<file path="config.mk">
export PLATFORM = sky130hd
export DESIGN_NAME = bomb_defuse_ctrl
export DESIGN_NICKNAME = d
export VERILOG_FILES = /design/src/rtl/bomb_pkg.sv /design/src/rtl/wire_edge_detect.sv /design/src/rtl/bomb_defuse_ctrl.sv
export SDC_FILE = /design/constraint.sdc
export NUM_CORES = 1
export LEC_CHECK = 0
export ABC_CLOCK_PERIOD_IN_PS = 3480
export BUFFER_PORTS_ARGS = -buffer_cell sky130_fd_sc_hd__buf_2
export CORE_MARGIN = 4
export CORE_UTILIZATION = 50
export CTS_CLUSTER_DIAMETER = 50
export DETAILED_ROUTE_END_ITERATION = 8
export PLACE_DENSITY = 0.73
export SYNTH_ARGS = -nofsm -noshare
export SYNTH_HDL_FRONTEND = slang
export SYNTH_SLANG_ARGS = --single-unit
</file>
<file path="constraint.sdc">
create_clock -name clk -period 3.48 [get_ports clk]
set_input_delay 0.174 -clock clk [delete_from_list [all_inputs] [get_ports clk]]
set_output_delay 0.174 -clock clk [all_outputs]
set_load 0.01 [all_outputs]
</file>
<file path="src/rtl/bomb_pkg.sv">
// Shared types and constants for the bomb defuse game logic.
package bomb_pkg;

  typedef enum logic [1:0] {
    IDLE     = 2'd0,
    ARMED    = 2'd1,
    DEFUSED  = 2'd2,
    EXPLODED = 2'd3
  } bomb_state_t;

  localparam int TIME_W = 8;
  localparam int STEP_W = 3;

  // Default secret order, three bits per cut, first cut in the low bits: 0, 7, 2, 5.
  localparam logic [11:0] DEFAULT_SEQ = 12'hAB8;

endpackage

</file>
<file path="src/rtl/wire_edge_detect.sv">
// Rising-edge detector on the debounced wire-cut levels, with multi-cut flag
// and index of the cut wire.
module wire_edge_detect #(
  parameter int N_WIRES = 8
) (
  input  logic               clk,
  input  logic               rst,
  input  logic [N_WIRES-1:0] wire_cut,
  output logic [N_WIRES-1:0] new_cut,
  output logic               multi,
  output logic [2:0]         cut_idx
);

  logic [N_WIRES-1:0] wire_q;

  always_ff @(posedge clk or posedge rst) begin
    if (rst) wire_q <= '0;
    else     wire_q <= wire_cut;
  end

  assign new_cut = wire_cut & ~wire_q;

  // Clearing the lowest set bit leaves something only if two or more were set.
  assign multi = |(new_cut & (new_cut - N_WIRES'(1)));

  always_comb begin
    cut_idx = '0;
    for (int i = 0; i < N_WIRES; i++) begin
      if (new_cut[i]) cut_idx = 3'(i);
    end
  end

endmodule

</file>
<file path="src/rtl/bomb_defuse_ctrl.sv">
// Game FSM: arms a countdown on start, checks each new wire cut against the
// secret order, and reports defused or exploded until replay.
module bomb_defuse_ctrl
  import bomb_pkg::*;
#(
  parameter int                   N_WIRES   = 8,
  parameter int                   SEQ_LEN   = 4,
  parameter int                   TIME_INIT = 60,
  parameter logic [3*SEQ_LEN-1:0] SEQ       = DEFAULT_SEQ
) (
  input  logic               clk,
  input  logic               rst,
  input  logic               start,
  input  logic               tick,
  input  logic [N_WIRES-1:0] wire_cut,
  input  logic               replay,
  output logic               armed,
  output logic               success,
  output logic               explode,
  output logic [TIME_W-1:0]  time_left,
  output logic [STEP_W-1:0]  step
);

  localparam logic [TIME_W-1:0] T_INIT  = TIME_W'(TIME_INIT);
  localparam logic [STEP_W:0]   LEN_EXT = (STEP_W+1)'(SEQ_LEN);

  bomb_state_t         state, state_nx;
  logic [TIME_W-1:0]   time_nx;
  logic [STEP_W-1:0]   step_nx;
  logic [STEP_W:0]     step_inc;
  logic [N_WIRES-1:0]  new_cut;
  logic                multi;
  logic [2:0]          cut_idx;
  logic [2:0]          exp_wire;

  wire_edge_detect #(.N_WIRES(N_WIRES)) u_edge (
    .clk      (clk),
    .rst      (rst),
    .wire_cut (wire_cut),
    .new_cut  (new_cut),
    .multi    (multi),
    .cut_idx  (cut_idx)
  );

  // Step is one bit wider here so a SEQ_LEN of 8 is still detectable.
  assign step_inc = (STEP_W+1)'(step) + (STEP_W+1)'(1);

  always_comb begin
    exp_wire = '0;
    for (int k = 0; k < SEQ_LEN; k++) begin
      if (STEP_W'(k) == step) exp_wire = SEQ[3*k +: 3];
    end
  end

  always_comb begin
    state_nx = state;
    time_nx  = time_left;
    step_nx  = step;
    case (state)
      IDLE: begin
        if (start && !replay && (wire_cut == '0)) begin
          state_nx = ARMED;
          time_nx  = T_INIT;
          step_nx  = '0;
        end
      end
      ARMED: begin
        if ((|new_cut) && (multi || (cut_idx != exp_wire))) begin
          state_nx = EXPLODED;
        end else begin
          if (|new_cut) begin
            step_nx = STEP_W'(step_inc);
            if (step_inc == LEN_EXT) state_nx = DEFUSED;
          end
          // A final correct cut on the last tick still counts as defused.
          if (tick && (time_left != '0)) begin
            time_nx = time_left - TIME_W'(1);
            if ((time_nx == '0) && (state_nx != DEFUSED)) state_nx = EXPLODED;
          end
        end
      end
      DEFUSED, EXPLODED: begin
        if (replay) begin
          state_nx = IDLE;
          time_nx  = T_INIT;
          step_nx  = '0;
        end
      end
      default: state_nx = IDLE;
    endcase
  end

  always_ff @(posedge clk or posedge rst) begin
    if (rst) begin
      state     <= IDLE;
      time_left <= T_INIT;
      step      <= '0;
      armed     <= 1'b0;
      success   <= 1'b0;
      explode   <= 1'b0;
    end else begin
      state     <= state_nx;
      time_left <= time_nx;
      step      <= step_nx;
      armed     <= (state_nx == ARMED);
      success   <= (state_nx == DEFUSED);
      explode   <= (state_nx == EXPLODED);
    end
  end

endmodule

</file>
==> metrics.txt, run 1 <==
Die ar.=3780 um2; vias in the first global route=1216; Startpoint Class=register; vias per cell=5.95; Post-Syn Area=1430 um2; area occupied by registers=606 um2; Overflow after GRT=0; Reg-to-Reg Start=step[0]; maximum vdd drop=461 uV; Async S/R FF share, synth=1.00; Pwr Density=556 nW/um2; Detailed Route WL=3430 um; Diodes inserted=0; CTS-repair resized insts=0; Critical Path RT=3740 ps; chip height=61.5 um; #FFs+latches synth=24; Clk pin slew, worst setup/hold paths=130 ps; Core Box Area=2730 um2; Clock Path Buffers=2; Seq/Total Area, Yosys=0.424; Leakage Power=0.764 nW; RR Endpoint=time_left[7]; Fillers=237; Die Wd=61.5 um; count of unique library cells instantiated by Yosys=48; CP Data Arrival Time=3100 ps; Worst Reg-to-Reg Cells=9; RSZ-0062 raised after global routing=false; mean post-synth cell area=9.16 um2; clock latency at the later pin of the worst-skew pair=320 ps; clock skew=3.92 ps; Yosys warning count=0; Pwr Total=0.943 mW; r2r setup slk=640 ps; Max Fclk=352 MHz; Num CTS Buffers=3; relative slew slack=0.390; standard-cell rows=19; Final Cell Area=1700 um2; CTS tree=yes; fin crit period=2840 ps; Synth Net Count=175; Synth Flop Type=dfrtp_1; share of cells above drive strength 1=0.216; Final Wtd Congestion=0.872; initial core utilization=0.523; CTS Root Cell=clkbuf_4; I/O Buffers=26; run status=complete, no violations; synth top area cells=dfrtp_1 (35%), dfstp_2 (7.4%), ha_1 (5.3%); most common cell after layout, fill and taps aside=buf_2; most frequent cells in the layout=buf_2 (26), dfrtp_1 (20), nand2_1 (18); Post-synth EDFFs=0; placed insts=209; # IOs=27; Worst Max-Slew Pin Slew=914 ps; synth-to-layout area growth=18.8%; antenna violations before repair=0; Hold Vio Cnt, Final=0; DP Area=1580 um2; ANT nets after route=0; CP Max Fanout=12; via count=1316; first-pass GRT wire length=5500 um; non-filler cells, final=221; Slew Limit Fails=0; Pre-Repair DR Iteration Count=4; Yosys top cell by area=dfrtp_1; post-detail-place hpwl=2380 um; setup violators final=0; DRT iter0 DRCs=70; WL/cell=15.5 um; Synth top area share=0.350; Crit. End Element=register; setup_tns=0 ps; clock sink count=24; Max-Cap Viols=0; area of the multi-input gates=781 um2; largest net degree at the start of global routing=25; Min-Delay Path Class=in -> async; GRT Total Usage=0.200; H-tree depth=1; period utilization=0.816; DRC Markers=0; nets=210; Worst Setup Path Type=reg -> reg; Syn Inst Count=156
-- worst max-delay path, stage by stage, from the launching register on --
cell and delay, ps:
dfrtp_1 470, ha_1 250, ha_1 210, nor3_2 310, nand4_1 190, a2111oi_4 330, o311ai_2 200, and2_4 240
or4_1 500, nand3_1 90
-- worst max path at each step --
stage            start           end  slack [ps]  cells past startpoint
2_1_floorplan  step[0]  time_left[7]         850                      9
3_3_place_gp   step[0]  time_left[7]         760                      9
3_5_place_dp   step[0]  time_left[7]         630                      9
4_1_cts        step[0]  time_left[7]         620                      9
5_1_grt        step[0]  time_left[7]         430                      9
6_report       step[0]  time_left[7]         640                      9
-- stage by stage --
step	hold WS, ps	setup slack, ps	utilization
after floorplan	186	850	-
after global placement	307	757	0.578
after detailed placement	311	635	0.578
after CTS	70.5	619	0.621
after global routing	95.8	431	0.621
final	30.3	640	0.621
-- cells in the mapped netlist (2+ instances only) --
cell type,count
a21o_1,4
or3_1,2
nand2_1,18
o21ai_0,13
ha_1,6
nor2_1,13
nand2b_1,5
a21oi_1,7
dfstp_2,4
clkbuf_1,3
dfrtp_1,20
inv_1,7
nand4_1,3
nand3_1,2
o31ai_1,2
nand4b_1,2
nor2b_1,7
nor3_1,8
-- repair_timing --
| action | in CTS | in global routing |
|---|---|---|
| buffers inserted | 0 | 0 |
| hold endpoints to repair | 8 | 0 |
| hold buffers | 8 | 0 |
-- per-layer routing --
layer  wire [um]  global-route usage  up-vias
met4         117              0.0909        0
met5           0                   0        -
li1            -                   -      630
met3         214              0.0314       10
met2        1700               0.338       57
met1        1400               0.252      619
-- area by class of cell --
type,instances,share of cell area
Sequential cell,24,0.357
Timing Repair Buffer,34,0.124
Inverter,7,0.0155
Multi-Input combinational cell,121,0.460
Tap cell,31,0.0228
Clock buffer,4,0.0214
-- kinds of logic (layout without fill, tap and decap cells) --
group,Yosys count,count (layout),synth area share
flops,24,24,0.424
fa+ha+maj,7,7,0.0595
compound gates,40,40,0.203
simple gates,72,72,0.271
buf+inv,11,45,0.0298
xor+xnor,2,2,0.0123
-- state kept, by name (all words and copies together) (netlist names) --
register	count
armed	1
explode	1
state	2
step	3
success	1
time_left	8
u_edge.wire_q	8
-- power by group --
group	internal (mW)	switching (mW)	total, mW
clock	0.0639	0.0851	0.149
sequential	0.344	0.0605	0.405
combinational	0.147	0.243	0.390
Note: power is estimated with default switching activity, not from simulation.
==> run 2: changes to the inputs <==
Settings changed: ABC_CLOCK_PERIOD_IN_PS 3480 to 2750.
Clock period 3.48 ns to 2.75 ns, I/O delays scaled along.
==> metrics.txt, run 2 (synthesized netlist as in run 1, its figures left out) <==
nets=214; first-pass GRT wire length=5420 um; Startpoint Class=register; critical path's top delay family=simple AND/OR/NAND/NOR gates; maximum vdd drop=544 uV; clock sink count=24; non-filler cells, final=226; RSZ-0062 raised after global routing=false; violated checks=negative hold slack; antenna violations before repair=0; vias in the first global route=1185; CP max stage delay=490 ps; # IOs=27; Clock Path Buffers=2; setup violators final=0; Crit. End Element=register; largest net degree at the start of global routing=25; most frequent cells in the layout=buf_2 (26), nand2_1 (18), dfrtp_1 (18); chip height=61.5 um; standard-cell rows=19; period utilization=0.958; fin crit period=2640 ps; DRT iter0 DRCs=52; clock latency at the later pin of the worst-skew pair=320 ps; Die Wd=61.5 um; Num CTS Buffers=3; WL/cell=15.6 um; I/O Buffers=26; Slew Limit Fails=0; Core Box Area=2730 um2; WP depth=9; Critical Path RT=3010 ps; biggest regs=time_left (8), u_edge.wire_q (8), step (3); CTS tree=yes; Min-Delay Path Class=in -> async; Leakage Power=0.771 nW; DRC Markers=0; Fillers=244; Clk pin slew, worst setup/hold paths=130 ps; run status=finished, violations left; CP Cell Sequence=ha_4 > ha_2 > nor3_4 > nand4_1 > a2111oi_4 > o311ai_2 > and2_4 > or4_1 > nand3_1; CTS Root Cell=clkbuf_4; relative slew slack=0.406; Die ar.=3780 um2; setup_tns=0 ps; Min Hold Slack=-18.8 ps; synth-to-layout area growth=23.3%; H-tree depth=1; placed insts=212; clock skew=8.34 ps; post-detail-place hpwl=2530 um; ANT nets after route=0; GRT Total Usage=0.196; via count=1339; slowest CP cell=dfrtp_2; Max Fclk=379 MHz; Worst Reg-to-Reg Cells=9; most common cell after layout, fill and taps aside=buf_2; Overflow after GRT=0; Detailed Route WL=3520 um; vias per cell=5.92; Pwr Density=694 nW/um2; Worst Path Buf+Inv=0; Worst Setup Path Type=reg -> reg; Worst Max-Slew Pin Slew=890 ps; CP Max Fanout=7; Hold Vio Cnt, Final=20; Pre-Repair DR Iteration Count=4; Final Wtd Congestion=0.845; CP Data Arrival Time=2900 ps; initial core utilization=0.523; share of cells above drive strength 1=0.268; Max-Cap Viols=0
-- run 2: worst paths after layout --
path / start / endpoint / slack [ps]
min: rst / armed / -20
min in group clk: replay / state[1] / 250
max in group asynchronous: rst / step[1] / 2160
max reg2reg: step[0] / time_left[7] / 110
min reg2reg: time_left[4] / time_left[4] / 560
max: step[0] / time_left[7] / 110
-- run 2: power by group --
| group | total (mW) | leakage [nW] | switching (mW) | internal, mW |
|---|---|---|---|---|
| Sequential | 0.520 | 0.290 | 0.0843 | 0.436 |
| Combinational | 0.515 | 0.460 | 0.311 | 0.203 |
| Clock | 0.187 | 0.0210 | 0.106 | 0.0810 |
-- run 2: area by class of cell --
type                    count  area, um2  area share
repair buffers             38        240       0.136
flip-flops and latches     24        608       0.345
well taps                  31       38.8      0.0220
diodes                      1       2.50     0.00142
inverters                   7       26.3      0.0149
clock buffers               4       36.3      0.0206
multi-input cells         121        810       0.460
-- run 2: per-layer routing --
metal  share of wire  vias to the layer above  GRT usage
met1            0.43                      651      0.252
met4           0.021                        0     0.0848
met2            0.50                       40      0.323
li1                -                      638          -
met5               0                        -          0
met3           0.047                       10     0.0335
-- run 2: timing repair --
item                                   in CTS  in global routing
setup buffers                               0                  1
pin swaps                                   1                  6
gates resized for setup                     2                  9
setup endpoints to repair                   9                 11
endpoints found under the hold margin       8                  0
hold buffers                                8                  0
-- run 2: through the flow --
stage / utilization / hold WS [ps] / worst slack, ps / instance area (um2) / power [mW]
global route: 0.643 / 63.2 / 9.14 / 1760 / 1.31
finish: 0.644 / -18.8 / 114 / 1760 / 1.22
detailed placement: 0.587 / 275 / -37.4 / 1600 / 1.02
floorplan: - / 149 / 120 / 1430 / 0.850
global placement: 0.587 / 270 / 124 / 1600 / 1.00
CTS: 0.632 / 22.7 / 3.45 / 1730 / 1.22
